File: src/rtl/vram_write_arbiter_if.sv
// rtl/vram_write_arbiter_if.sv - sim/brush request channels and the registered RAM write port
interface vram_write_arbiter_if #(
   parameter int ADDR_WIDTH = 19,
   parameter int DATA_WIDTH = 1
);
   logic                  sim_valid_i;
   logic                  sim_ready_o;
   logic [ADDR_WIDTH-1:0] sim_addr_i;
   logic [DATA_WIDTH-1:0] sim_data_i;
   logic                  brush_valid_i;
   logic                  brush_ready_o;
   logic [ADDR_WIDTH-1:0] brush_addr_i;
   logic [DATA_WIDTH-1:0] brush_data_i;
   logic                  wr_en_o;
   logic [ADDR_WIDTH-1:0] wr_addr_o;
   logic [DATA_WIDTH-1:0] wr_data_o;

   modport master (
      output sim_valid_i, sim_addr_i, sim_data_i,
      output brush_valid_i, brush_addr_i, brush_data_i,
      input  sim_ready_o, brush_ready_o,
      input  wr_en_o, wr_addr_o, wr_data_o
   );

   modport slave (
      input  sim_valid_i, sim_addr_i, sim_data_i,
      input  brush_valid_i, brush_addr_i, brush_data_i,
      output sim_ready_o, brush_ready_o,
      output wr_en_o, wr_addr_o, wr_data_o
   );
endinterface

File: src/rtl/vram_write_arbiter.sv
// rtl/vram_write_arbiter.sv - shares the VRAM write port between simulation and a FIFO-buffered brush
module vram_write_arbiter #(
   parameter int ADDR_WIDTH   = 19,
   parameter int DATA_WIDTH   = 1,
   parameter int PIXELS       = 307200,
   parameter int FIFO_DEPTH   = 4,
   parameter int STARVE_LIMIT = 8
) (
   input  logic                          clk_i,
   input  logic                          reset_i,
   input  logic                          vblank_i,
   vram_write_arbiter_if.slave           bus,
   output logic [$clog2(FIFO_DEPTH):0]   fifo_count_o,
   output logic                          addr_err_o
);
   localparam int          PW       = $clog2(FIFO_DEPTH);
   localparam logic [7:0]  SL       = 8'(STARVE_LIMIT);
   localparam logic [31:0] PIX      = 32'(PIXELS);

   logic [ADDR_WIDTH-1:0] mem_addr [FIFO_DEPTH];
   logic [DATA_WIDTH-1:0] mem_data [FIFO_DEPTH];
   logic [PW:0]           wr_ptr, rd_ptr;
   logic [7:0]            starve;

   logic empty, full, ne, force_brush, sim_take, pop, brush_hs, push, addr_ok;

   // Extra pointer bit distinguishes full from empty when the index bits match.
   assign empty       = (wr_ptr == rd_ptr);
   assign full        = (wr_ptr[PW] != rd_ptr[PW]) && (wr_ptr[PW-1:0] == rd_ptr[PW-1:0]);
   assign ne          = ~empty;
   assign force_brush = ne & (vblank_i | (starve == SL));

   assign bus.sim_ready_o   = reset_i & ~force_brush;
   assign bus.brush_ready_o = reset_i & ~full;

   assign sim_take = bus.sim_valid_i & bus.sim_ready_o;
   assign pop      = reset_i & ne & (force_brush | ~bus.sim_valid_i);
   assign brush_hs = bus.brush_valid_i & bus.brush_ready_o;
   assign addr_ok  = (32'(bus.brush_addr_i) < PIX);
   assign push     = brush_hs & addr_ok;

   assign fifo_count_o = wr_ptr - rd_ptr;

   always_ff @(posedge clk_i) begin
      if (push) begin
         mem_addr[wr_ptr[PW-1:0]] <= bus.brush_addr_i;
         mem_data[wr_ptr[PW-1:0]] <= bus.brush_data_i;
      end
   end

   always_ff @(posedge clk_i) begin
      if (!reset_i) begin
         wr_ptr        <= '0;
         rd_ptr        <= '0;
         starve        <= '0;
         bus.wr_en_o   <= 1'b0;
         bus.wr_addr_o <= '0;
         bus.wr_data_o <= '0;
         addr_err_o    <= 1'b0;
      end else begin
         if (push)
            wr_ptr <= wr_ptr + 1'b1;
         if (pop)
            rd_ptr <= rd_ptr + 1'b1;

         // Counts sim wins while brush work is waiting; any brush grant resets it.
         if (pop || empty)
            starve <= '0;
         else if (sim_take && starve != SL)
            starve <= starve + 8'd1;

         bus.wr_en_o <= sim_take | pop;
         if (sim_take) begin
            bus.wr_addr_o <= bus.sim_addr_i;
            bus.wr_data_o <= bus.sim_data_i;
         end else if (pop) begin
            bus.wr_addr_o <= mem_addr[rd_ptr[PW-1:0]];
            bus.wr_data_o <= mem_data[rd_ptr[PW-1:0]];
         end

         if (brush_hs && !addr_ok)
            addr_err_o <= 1'b1;
      end
   end
endmodule

File: src/flat_wrapper.sv
// flat-port wrapper written by rule: the top's interface ports become plain ports
module vram_write_arbiter_flat 
#(
   parameter int ADDR_WIDTH   = 19,
   parameter int DATA_WIDTH   = 1,
   parameter int PIXELS       = 307200,
   parameter int FIFO_DEPTH   = 4,
   parameter int STARVE_LIMIT = 8
)
  (clk_i, reset_i, vblank_i, fifo_count_o, addr_err_o, bus_sim_valid_i, bus_sim_addr_i, bus_sim_data_i, bus_brush_valid_i, bus_brush_addr_i, bus_brush_data_i, bus_sim_ready_o, bus_brush_ready_o, bus_wr_en_o, bus_wr_addr_o, bus_wr_data_o);
  vram_write_arbiter_if #(.ADDR_WIDTH(ADDR_WIDTH), .DATA_WIDTH(DATA_WIDTH)) bus_i ();
  input  logic clk_i;
  input  logic reset_i;
  input  logic vblank_i;
  output logic [$clog2(FIFO_DEPTH):0] fifo_count_o;
  output logic addr_err_o;
  input wire logic [$bits(bus_i.sim_valid_i)-1:0] bus_sim_valid_i;
  input wire logic [$bits(bus_i.sim_addr_i)-1:0] bus_sim_addr_i;
  input wire logic [$bits(bus_i.sim_data_i)-1:0] bus_sim_data_i;
  input wire logic [$bits(bus_i.brush_valid_i)-1:0] bus_brush_valid_i;
  input wire logic [$bits(bus_i.brush_addr_i)-1:0] bus_brush_addr_i;
  input wire logic [$bits(bus_i.brush_data_i)-1:0] bus_brush_data_i;
  output wire logic [$bits(bus_i.sim_ready_o)-1:0] bus_sim_ready_o;
  output wire logic [$bits(bus_i.brush_ready_o)-1:0] bus_brush_ready_o;
  output wire logic [$bits(bus_i.wr_en_o)-1:0] bus_wr_en_o;
  output wire logic [$bits(bus_i.wr_addr_o)-1:0] bus_wr_addr_o;
  output wire logic [$bits(bus_i.wr_data_o)-1:0] bus_wr_data_o;
  assign bus_i.sim_valid_i = bus_sim_valid_i;
  assign bus_i.sim_addr_i = bus_sim_addr_i;
  assign bus_i.sim_data_i = bus_sim_data_i;
  assign bus_i.brush_valid_i = bus_brush_valid_i;
  assign bus_i.brush_addr_i = bus_brush_addr_i;
  assign bus_i.brush_data_i = bus_brush_data_i;
  assign bus_sim_ready_o = bus_i.sim_ready_o;
  assign bus_brush_ready_o = bus_i.brush_ready_o;
  assign bus_wr_en_o = bus_i.wr_en_o;
  assign bus_wr_addr_o = bus_i.wr_addr_o;
  assign bus_wr_data_o = bus_i.wr_data_o;
  vram_write_arbiter #(.ADDR_WIDTH(ADDR_WIDTH), .DATA_WIDTH(DATA_WIDTH), .PIXELS(PIXELS), .FIFO_DEPTH(FIFO_DEPTH), .STARVE_LIMIT(STARVE_LIMIT)) u_core (.clk_i(clk_i), .reset_i(reset_i), .vblank_i(vblank_i), .bus(bus_i), .fifo_count_o(fifo_count_o), .addr_err_o(addr_err_o));
endmodule
File: config.mk
export PLATFORM = sky130hd
export DESIGN_NAME = vram_write_arbiter_flat
export DESIGN_NICKNAME = d
export VERILOG_FILES = /design/src/rtl/vram_write_arbiter_if.sv /design/src/rtl/vram_write_arbiter.sv /design/src/flat_wrapper.sv
export SDC_FILE = /design/constraint.sdc
export NUM_CORES = 1
export LEC_CHECK = 0
export CAP_MARGIN = 25
export CELL_PAD_IN_SITES_DETAIL_PLACEMENT = 1
export CELL_PAD_IN_SITES_GLOBAL_PLACEMENT = 2
export CORE_UTILIZATION = 40
export DETAILED_ROUTE_END_ITERATION = 10
export PLACE_DENSITY = 0.82
export SYNTH_ARGS = -nofsm -noshare
export SYNTH_HDL_FRONTEND = slang
export SYNTH_SLANG_ARGS = --single-unit
File: constraint.sdc
create_clock -name clk_i -period 8.5 [get_ports clk_i]
set_clock_uncertainty 0.1 [all_clocks]
set_input_delay 1.7 -clock clk_i [delete_from_list [all_inputs] [get_ports clk_i]]
set_output_delay 1.7 -clock clk_i [all_outputs]
set_load 0.01 [all_outputs]
# After elaboration in Yosys (flattened, before gate mapping)
# Memory sizes are Yosys's and may differ from the RTL's. A register that Yosys moved wholly into a read port is not among the register bits.
# Index checks and enable logic that the tools add are counted.
[classes]
bitwise_logic = 16
reduce_logical = 7
mux = 10
n_eq_ne = 5
addsub = 4
magnitude_cmp = 1
[ops]
columns = ["cell", "count"]
rows = [
  ["19-bit two-way mux", 2],
  ["19-bit less-than comparator, second input constant", 1],
  ["8-bit by 1-bit adder with 8-bit output, second input constant", 1],
  ["1-bit AND", 8],
  ["8-bit by 4-bit == test with 1-bit output, second input constant", 1],
  ["2-bit two-way mux", 4],
  ["8-bit by 4-bit != test with 1-bit output, second input constant", 1],
  ["3-bit by 1-bit adder with 3-bit output, second input constant", 2],
  ["1-bit NOT", 5],
  ["1-bit two-way mux", 4],
  ["3-bit == test", 1],
  ["1-bit logical AND", 3],
  ["1-bit OR", 3],
  ["3-bit subtractor", 1],
  ["2-bit == test", 1],
  ["2-bit nonzero test", 1],
  ["2-bit OR reduction", 1],
  ["1-bit logical NOT", 1],
  ["1-bit logical OR", 1],
  ["1-bit != test", 1],
]
[totals]
mem_count = 2
mem_bits_rw = 80
ff_bits = 36
input_bits = 45
out_inout_bits = 27
word_cells = 52
[memory_table]
columns = ["memory", "words", "word_bits", "read_ports", "rd_ports_with_merged_regs", "write_ports", "line_no", "text"]
rows = [
  ["u_core.mem_addr", 4, 19, 1, 1, 1, "vram_write_arbiter.sv:20", "logic [ADDR_WIDTH-1:0] mem_addr [FIFO_DEPTH];"],
  ["u_core.mem_data", 4, 1, 1, 1, 1, "vram_write_arbiter.sv:21", "logic [DATA_WIDTH-1:0] mem_data [FIFO_DEPTH];"],
]

# Depth between registers and ports, before layout
# Gate-level depths: netlist of run 1.
[logic_depth]
ltp_word = 8
ltp_mapped = 8
ltp_nobuf = 6

# Worst setup path before layout of run 1
# Ideal clock, no wire load.
[synth_path]
path_type = "input-to-reg"
startpoint = "input bus_brush_addr_i[12]"
endpoint = "memory u_core.mem_addr[3][0], enable pin"
n_path_buf = 0
arrival_time_ns = 3.892
stages = 3
slack_ns = 4.075
required_ns = 7.967
cell_sequence = "a21o_1 > a211o_1 > a211oi_1"
[synth_between]
elab_chain_cells = 4
[synth_rtl]
columns = ["item", "line_no", "text"]
rows = [
  ["start: declaration", "flat_wrapper.sv:21", "input wire logic [$bits(bus_i.brush_addr_i)-1:0] bus_brush_addr_i;"],
  ["19-bit less-than comparator", "vram_write_arbiter.sv:39", "assign addr_ok = (32'(bus.brush_addr_i) < PIX);"],
  ["1-bit AND", "vram_write_arbiter.sv:40", "assign push = brush_hs & addr_ok;"],
  ["1-bit two-way mux", "vram_write_arbiter.sv:45", "if (push) begin"],
  ["1-bit two-way mux (not written as such)", "vram_write_arbiter.sv:46", "mem_addr[wr_ptr[PW-1:0]] <= bus.brush_addr_i;"],
  ["end: declaration", "vram_write_arbiter.sv:20", ""],
]
# Every way passes these cells.

# Worst setup path after layout of run 1
[layout_path]
startpoint = "input reset_i"
endpoint = "output bus_sim_ready_o"
[layout_between]
elab_chain_cells = 1
[layout_rtl]
columns = ["item", "line_no", "text"]
rows = [
  ["start: declaration", "flat_wrapper.sv:13", "input logic reset_i;"],
  ["1-bit AND", "vram_write_arbiter.sv:33", "assign bus.sim_ready_o = reset_i & ~force_brush;"],
  ["end: declaration", "flat_wrapper.sv:23", "output wire logic [$bits(bus_i.sim_ready_o)-1:0] bus_sim_ready_o;"],
]
# Every way passes these cells.

==> results of run 1 <==
## cells in the final DEF (no fill, tap or decap), types with 2 or more instances in the layout
cell type,Yosys,layout
edfxtp_1,80,80
clkdlybuf4s50_1,0,71
dfxtp_1,38,38
nand3_1,23,23
o211ai_1,22,22
o21ai_0,22,22
mux4_2,20,20
a31oi_1,21,20
clkbuf_16,0,17
inv_1,13,13
nand2_1,10,10
a21oi_1,10,9
ha_1,9,9
buf_4,0,9
nor2_1,6,6
and2_1,5,5
o31ai_1,4,4
clkbuf_1,15,4
mux2i_1,3,3
or4_1,3,3
bufinv_16,0,3
clkinv_1,0,3
a21o_1,2,2
a211o_1,2,2
xnor2_1,2,2
or3_1,2,2
and3_1,2,2
xor2_1,2,2
clkinv_4,0,2
buf_8,0,2
## sequential cells by signal, summed over array words and instances (netlist names), named ones only
signal,flops
u_core.bus.wr_en_o,1
u_core.mem_data,4
u_core.bus.wr_data_o,1
u_core.rd_ptr,3
u_core.starve,8
u_core.mem_addr,76
u_core.wr_ptr,3
u_core.addr_err_o,1
u_core.bus.wr_addr_o,19
## power by group through the flow
| stage | sequential (mW) | clock, mW | combinational (mW) |
|---|---|---|---|
| after floorplan | 0.686 | 0 | 0.220 |
| after global placement | 0.691 | 0 | 0.354 |
| after detailed placement | 0.687 | 0 | 0.373 |
| after CTS | 0.676 | 0.712 | 0.374 |
| after global routing | 0.680 | 0.735 | 0.402 |
| final | 0.676 | 0.697 | 0.370 |
## layer usage
layer | GRT usage, % | vias up
li1 | - | 1471
met1 | 24.1 | 1588
met2 | 35.4 | 64
met3 | 6.15 | 27
met4 | 10.5 | 0
met5 | 0 | -
## logic make-up after synthesis
| kind of cell | share of synthesized area (%) |
|---|---|
| DFF | 65.7 |
| AOI/OAI and AO/OA | 11.4 |
| and+or+nand+nor | 6.08 |
| buffers and inverters | 3.04 |
| muxes | 9.97 |
| adders and majority gates | 2.75 |
| xor gates and xnor gates | 1.07 |
## layout make-up
type | instances | area, um2
fill | 1146 | 5260
inverter | 13 | 48.8
timing repair buffer | 82 | 808
clock inverter | 10 | 131
clock buffer | 21 | 440
sequential | 118 | 3160
tap | 143 | 179
multi-input combinational | 181 | 1530
## through the flow
stage               power [mW]  area [um2]  worst slack [ns]  hold slack (ns)
finish                    1.74        6300              3.39            0.382
global route              1.82        6300              3.30            0.405
CTS                       1.76        6300              3.38            0.384
detailed placement        1.06        5730              3.39            0.376
global placement          1.05        5700              3.37            0.360
floorplan                0.906        4820              4.08            0.347
## critical path, stage by stage
cell and delay, ns:
clkdlybuf4s50_1 0.46, buf_4 0.29, inv_1 0.18, nor2_1 0.13
clkdlybuf4s50_1 0.55
## path summary, 6_finish.rpt
kind,slack (ns),cells after the start,end
setup / recovery,3.39,5,bus_sim_ready_o
hold / removal,0.38,2,u_core.starve[7]
setup reg to reg,5.84,6,u_core.bus.wr_addr_o[11]
hold reg to reg,0.38,2,u_core.starve[7]
==> impl_metrics.toml, run 1 <==
[yosys]
synth_top_area_share_pct = 49.9
syn_area_um2 = 4820
postSynthAreaPerCell_um2 = 14.4
ys_ff_latch = 118
syn-num-nets = 389
async_reset_ff_share_pct = 0
yosysWarnings = 0
ys_dominant_reg_cell = "edfxtp_1"
ys_top_cells_by_count = "edfxtp_1 (80), dfxtp_1 (38), nand3_1 (23)"
yosysTopAreaCell = "edfxtp_1"
ys_seq_area_share_pct = 65.7
syn_inst = 334
synth_cell_types = 35
synth_edf_count = 80
synthTopCellsByArea = "edfxtp_1 (50%), dfxtp_1 (16%), mux4_2 (9.4%)"
synth.most_common_cell = "edfxtp_1"

[outcome]
violations = "design-rule violations"
status = "finished with violations"

[route]
routed_wirelength_um = 11900
num_vias = 3150
viasPerCell = 5.55
final_antenna_net_count = 0
wl_met2_um = 6310
first_iter_violations = 174
routedWlPerCell_um = 21.0
routed-wl-met3_um = 349
top_layer = "met4"
drc = 2
first_pass_iters = 9
wl_met1_um = 4920

[power]
powerDensity_nw_per_um2 = 277
p_sw_mw = 0.457
p_clk_share_pct = 40.0
internal-power_mw = 1.29
power.leakage_nw = 2.11
p_comb_share_pct = 21.2
irDropWorstVdd_mv = 0.169
seq_power_share_pct = 38.8
swShare_pct = 26.2

[cells_and_area]
n_antenna_cell = 0
syn_to_final_growth_pct = 30.8
finalNetCount = 468
final_cells = 568
fin_util_pct = 54.5
drive_above_1_share_pct = 14.1

[run]
cap_violations = 0

[setup_path]
worstPathRequired_ns = 6.70
crit_fanout = 30
cp-startpoint = "reset_i"
worst_ep_arrival_time_ns = 3.31
start_kind = "input port"
path_class = "in2out"
worstReg2RegStart = "u_core.wr_ptr[0]"
endpoint_kind = "output pin"

[floorplan]
die-area_um2 = 12500
coreArea_um2 = 11600
initial_core_util_pct = 41.7
num_rows = 39
dieHeight_um = 112
ioPinCount = 72
die_w_um = 112

[global_routing]
grt_usage_pct = 20.9
grt_pass1_wl_um = 18800
grt_max_degree = 31
gr-total-overflow = 0
first_global_vias = 3407
antenna_found_initial = 0

[timing]
max_slew_margin_pct = 35.8
finalSetupTns_ns = 0
rsz0062_at_grt = "false"
finalHoldViolCount = 0
setup_viol_count_final = 0
post-route-period-util_pct = 60.1
worst_pin_slew_ns = 0.961
max_clock_freq_mhz = 196
drv_slew = 0
period_minus_slack_ns = 5.11

[clocking]
cts.hold.buffers_added = 0
clk_pin_slew_ns = 0.05
cts_resized = 0
root_buffer = "clkbuf_16"
post-cts-setup-buffers = 0
clock_path_buffers = 2
clock_latency_ns = 0.41
cts_tree = "built"
cts_buffers = 17
htreeDepth = 4
cts_sinks = 118

[worst_hold_path]
hp-class = "reg2reg"
min_from = "u_core.starve[7]"

[place]
dp_hpwl_um = 7820
dp_cells = 537
gp_congestion = 0.768
numPortBuffers = 71
Note: power is estimated with default switching activity, not from simulation.
==> inputs of run 2 (changes only) <==
--- a/config.mk
+++ b/config.mk
@@ -8,9 +8,9 @@
 export CAP_MARGIN = 25
 export CELL_PAD_IN_SITES_DETAIL_PLACEMENT = 1
 export CELL_PAD_IN_SITES_GLOBAL_PLACEMENT = 2
-export CORE_UTILIZATION = 40
+export CORE_UTILIZATION = 38
 export DETAILED_ROUTE_END_ITERATION = 10
-export PLACE_DENSITY = 0.82
+export PLACE_DENSITY = 0.79
 export SYNTH_ARGS = -nofsm -noshare
 export SYNTH_HDL_FRONTEND = slang
 export SYNTH_SLANG_ARGS = --single-unit
==> constraint.sdc (replaced) <==
create_clock -name clk_i -period 4.8 [get_ports clk_i]
set_clock_uncertainty 0.1 [all_clocks]
set_input_delay 0.96 -clock clk_i [delete_from_list [all_inputs] [get_ports clk_i]]
set_output_delay 0.96 -clock clk_i [all_outputs]
set_load 0.01 [all_outputs]
==> run 2 against run 1 <==
  * Register-to-register slack worse by 3.6 ns
  * Hold slack improved by 0.013 ns
  * Critical endpoint unchanged
  * Sequential cell count is the same
  * The flow now finishes without violations
  * Global-route usage shrank 1.0 points
  * Critical path type is now reg2out
==> impl_metrics.toml, run 2 (synthesis results as in run 1) <==
[floorplan]
num_rows = 40
coreArea_um2 = 12200
dieHeight_um = 115
die-area_um2 = 13100
initial_core_util_pct = 39.6
ioPinCount = 72
die_w_um = 115

[clocking]
clock_path_buffers = 2
cts_resized = 0
cts_sinks = 118
cts_buffers = 17
post-cts-setup-buffers = 0
root_buffer = "clkbuf_16"
clock_latency_ns = 0.41
clk_pin_slew_ns = 0.05
cts_tree = "built"
htreeDepth = 4
cts.hold.buffers_added = 0

[setup_path]
endpoint_kind = "output pin"
worstPathRequired_ns = 3.74
start_kind = "flip-flop"
worst_ep_arrival_time_ns = 3.07
reg2reg_slack_ns = 2.22
crit_fanout = 27
r2r_cells = 6
path_class = "reg2out"
worstReg2RegStart = "u_core.wr_ptr[0]"

[global_routing]
first_global_vias = 3384
gr-total-overflow = 0
grt_pass1_wl_um = 18600
antenna_found_initial = 0
grt_max_degree = 42
grt_usage_pct = 19.8

[route]
num_vias = 3156
wl_met1_um = 5190
routedWlPerCell_um = 20.3
final_antenna_net_count = 0
viasPerCell = 5.33
first_iter_violations = 174
wl_met2_um = 6190
first_pass_iters = 4
drc = 0
routed-wl-met3_um = 428
top_layer = "met4"
routed_wirelength_um = 12000

[place]
dp_hpwl_um = 7790
numPortBuffers = 71
gp_congestion = 0.754

[cells_and_area]
finalNetCount = 468
n_antenna_cell = 0
final_cell_mix = "edfxtp_1 (80), clkdlybuf4s50_1 (71), dfxtp_1 (38), nand3_1 (23)"
syn_to_final_growth_pct = 31.5
largest_reg_flops = 76
layout_commonest_cell = "edfxtp_1"
drive_above_1_share_pct = 14.2

[timing]
post-route-period-util_pct = 86.0
drv_slew = 0
worst_pin_slew_ns = 0.951
hold_slack_ns = 0.396
rsz0062_at_grt = "false"
max_slew_margin_pct = 36.6
setup_viol_count_final = 0
finalHoldViolCount = 0
period_minus_slack_ns = 4.13
max_clock_freq_mhz = 242
finalSetupTns_ns = 0

[worst_hold_path]
min_from = "u_core.starve[7]"
hp-class = "reg2reg"
whs_endpoint = "u_core.starve[7]"
min_delay_path_depth = 2

[power]
swShare_pct = 25.9
irDropWorstVdd_mv = 0.284
p_total_mw = 3.07
powerDensity_nw_per_um2 = 484
p_clk_share_pct = 39.9
p_comb_share_pct = 21.1
p_sw_mw = 0.796
internal-power_mw = 2.27
seq_power_share_pct = 39.0
power.leakage_nw = 2.11

[outcome]
status = "finished clean"

[run]
cap_violations = 0
==> run 2: cell types whose count changed in the layout (fill, tap and decap cells not counted), sizes merged <==
| cell | before | now |
|---|---|---|
| clkbuf | 21 | 19 |
| clkinv | 6 | 7 |
==> run 2: metrics by stage <==
step	worst slack, ns	cells	area (um2)	utilization (%)
after global placement	1.20	561	5740	47.2
final	0.672	592	6330	52.1
after floorplan	1.12	334	4820	-
after detailed placement	1.08	562	5770	47.4
after CTS	0.608	592	6330	52.1
after global routing	0.357	592	6330	52.1
==> run 2: metal layers <==
metal	global-route usage, %	vias to the layer above
met5	0	-
met4	9.18	0
met3	4.55	14
met2	34.0	64
met1	23.8	1610
li1	-	1468
==> run 2: layout make-up <==
type | instances | area (um2)
fillers | 1180 | 5830
clock inverters | 11 | 135
well taps | 168 | 210
clock buffers | 19 | 433
inverters | 13 | 48.8
multi-input cells | 181 | 1530
flip-flops and latches | 118 | 3160
repair buffers | 82 | 813
==> run 2: worst max path at each step <==
stage	start	endpoint	slack, ns	cells past startpoint
2_1_floorplan	bus_brush_addr_i[12]	u_core.mem_addr[3][0]	1.12	3
3_3_place_gp	vblank_i	bus_sim_ready_o	1.20	6
3_5_place_dp	u_core.wr_ptr[0]	bus_sim_ready_o	1.08	7
4_1_cts	u_core.wr_ptr[0]	bus_sim_ready_o	0.61	7
5_1_grt	u_core.wr_ptr[0]	bus_sim_ready_o	0.36	7
6_report	u_core.wr_ptr[0]	bus_sim_ready_o	0.67	7
==> run 2: power by group through the flow <==
stage / sequential (mW) / clock, mW / combinational (mW)
floorplan: 1.21 / 0 / 0.390
global placement: 1.22 / 0 / 0.620
detailed placement: 1.22 / 0 / 0.654
CTS: 1.20 / 1.25 / 0.661
global route: 1.20 / 1.29 / 0.710
finish: 1.20 / 1.22 / 0.647
==> run 2: worst max-delay path, stage by stage (launching register included) <==
cell and delay (ns):
dfxtp_1 0.40, inv_1 0.12, ha_1 0.33, and2_1 0.25, and2_1 0.79, nor2_1 0.11
nor2_1 0.12, clkdlybuf4s50_1 0.54
==> inputs of run 3 (changes only) <==
--- a/config.mk
+++ b/config.mk
@@ -8,9 +8,9 @@
 export CAP_MARGIN = 25
 export CELL_PAD_IN_SITES_DETAIL_PLACEMENT = 1
 export CELL_PAD_IN_SITES_GLOBAL_PLACEMENT = 2
-export CORE_UTILIZATION = 38
+export CORE_UTILIZATION = 40
 export DETAILED_ROUTE_END_ITERATION = 10
-export PLACE_DENSITY = 0.79
+export PLACE_DENSITY_LB_ADDON = 0.3
 export SYNTH_ARGS = -nofsm -noshare
 export SYNTH_HDL_FRONTEND = slang
 export SYNTH_SLANG_ARGS = --single-unit
==> constraint.sdc (replaced) <==
create_clock -name clk_i -period 4.9 [get_ports clk_i]
set_clock_uncertainty 0.1 [all_clocks]
set_input_delay 0.98 -clock clk_i [delete_from_list [all_inputs] [get_ports clk_i]]
set_output_delay 0.98 -clock clk_i [all_outputs]
set_load 0.01 [all_outputs]
==> run 3 against run 2 <==
  * Cell area down 0.36%
  * Register-to-register slack better by 0.05 ns
  * Critical path depth did not move
  * Clock-buffer cell count down 1
  * Global-route usage shrank 0.20 points
  * Combinational power shrank 3%
  * First-iteration DRC count is 11% higher
  * Power about the same
  * Sequential share of layout area rose by 0.18 points
  * Utilization is 2.5 points higher
  * Highest routed layer unchanged
  * Largest cell class unchanged
  * The run now ends with design-rule violations left
  * Routed wire length is 4.6% lower
  * Die area fell by 4.9%
==> impl_metrics.toml, run 3 (synthesis results as in run 1) <==
[timing]
worst_pin_slew_ns = 1.04
period_minus_slack_ns = 4.27
drv_slew = 0
finalHoldViolCount = 0
max_slew_margin_pct = 30.9
finalSetupTns_ns = 0
rsz0062_at_grt = "false"
max_clock_freq_mhz = 234
post-route-period-util_pct = 87.1
setup_viol_count_final = 0
final.setup.worst_slack_ns = 0.630

[setup_path]
worstReg2RegStart = "u_core.wr_ptr[0]"
critical_path.max_stage_delay_ns = 0.82
r2r_cells = 6
start_kind = "flip-flop"
reg2reg_slack_ns = 2.27
critical_path.top_delay_family = "simple AND/OR/NAND/NOR gates"
crit_fanout = 27
endpoint_kind = "output pin"
path_cells = "inv_1 -> ha_1 -> and2_1 -> and2_1 -> nor2_1 -> nor2_1 -> clkdlybuf4s50_1"
cp_slowest_cell = "and2_1"
worst_ep_arrival_time_ns = 3.19
path_buf_inv = 2
worstPathRequired_ns = 3.82
path_class = "reg2out"

[power]
power.leakage_nw = 2.12
irDropWorstVdd_mv = 0.311
powerDensity_nw_per_um2 = 486

[route]
viasPerCell = 5.50
first_iter_violations = 193
first_pass_iters = 7
routedWlPerCell_um = 20.2
drc = 4
routed_wirelength_um = 11500
final_antenna_net_count = 0
num_vias = 3124

[place]
place_area_um2 = 5710
dp_hpwl_um = 7420
preCtsSetupSlack_ns = 1.16
numPortBuffers = 71
gp_congestion = 0.720

[worst_hold_path]
min_delay_path_depth = 2
hp-class = "reg2reg"
min_from = "u_core.addr_err_o"
whs_endpoint = "u_core.addr_err_o"

[run]
cap_violations = 0

[clocking]
post-cts-setup-buffers = 0
cts_resized = 0
htreeDepth = 4
cts_sinks = 118
cts_buffers = 17
root_buffer = "clkbuf_16"
clk_pin_slew_ns = 0.06
cts.hold.buffers_added = 0
cts_tree = "built"
clock_latency_ns = 0.40
clock_path_buffers = 2

[cells_and_area]
finalNetCount = 467
fillCellCount = 1120
largest_reg_flops = 76
syn_to_final_growth_pct = 31.0
fin_util_pct = 54.6
drive_above_1_share_pct = 15.5
layout_commonest_cell = "edfxtp_1"
postLayoutCellArea_um2 = 6310
final_cell_mix = "edfxtp_1 (80), clkdlybuf4s50_1 (71), dfxtp_1 (38), nand3_1 (23)"
n_antenna_cell = 0

[floorplan]
die_w_um = 112
num_rows = 39
dieHeight_um = 112
coreArea_um2 = 11600
ioPinCount = 72
die-area_um2 = 12500
initial_core_util_pct = 41.7

[outcome]
status = "finished with violations"
violations = "design-rule violations"

[global_routing]
gr-total-overflow = 0
first_global_vias = 3212
grt_pass1_wl_um = 17900
grt_usage_pct = 19.6
antenna_found_initial = 0
grt_max_degree = 28
run 3: changes by cell type in the layout (fill, tap and decap cells not counted), sizes merged:
cell / change
inv: +3
clkinvlp: +2
clkinv: -2
clkbuf: -1
buf: -1
run 3: cell type report:
class	instances	area (um2)	share of cell area (%)
Inverter	13	48.8	0.773
Clock inverter	14	175	2.78
Timing Repair Buffer	81	786	12.5
Sequential cell	118	3160	50.1
Multi-Input combinational cell	181	1530	24.2
Tap cell	143	179	2.84
Clock buffer	18	429	6.80
run 3: layer usage:
layer	routed length, um	share of wire (%)	track usage (%)
met5	0	0	0
met4	198	1.7	8.65
met3	627	5.5	5.28
met2	5800	51	32.0
met1	4850	42	24.7
run 3: worst max-delay path by stage:
stage / start / end / cells after the start
2_1_floorplan: bus_brush_addr_i[12] / u_core.mem_addr[3][0] / 3
3_3_place_gp: reset_i / bus_sim_ready_o / 4
3_5_place_dp: u_core.wr_ptr[0] / bus_sim_ready_o / 7
4_1_cts: u_core.wr_ptr[0] / bus_sim_ready_o / 7
5_1_grt: u_core.wr_ptr[0] / bus_sim_ready_o / 7
6_report: u_core.wr_ptr[0] / bus_sim_ready_o / 7
run 3: through the flow:
stage / total power [mW] / cells / hold slack, ns
floorplan: 1.57 / 334 / 0.347
global placement: 1.82 / 536 / 0.365
detailed placement: 1.83 / 536 / 0.385
CTS: 3.10 / 568 / 0.393
global route: 3.19 / 568 / 0.422
finish: 3.06 / 568 / 0.392
run 3: power by group:
part / switching, mW / internal [mW]
clock: 0.456 / 0.804
combinational: 0.323 / 0.307
sequential: 0.0485 / 1.13
run 3: worst register-to-register path: cells and delay by family (launching register included):
family                   cells  cell delay, ns
AO/OA/AOI/OAI                2            0.47
buffers and inverters        1            0.13
flip-flops                   1            0.44
AND/OR/NAND/NOR              2            1.07
adder cells (fa/ha/maj)      1            0.35
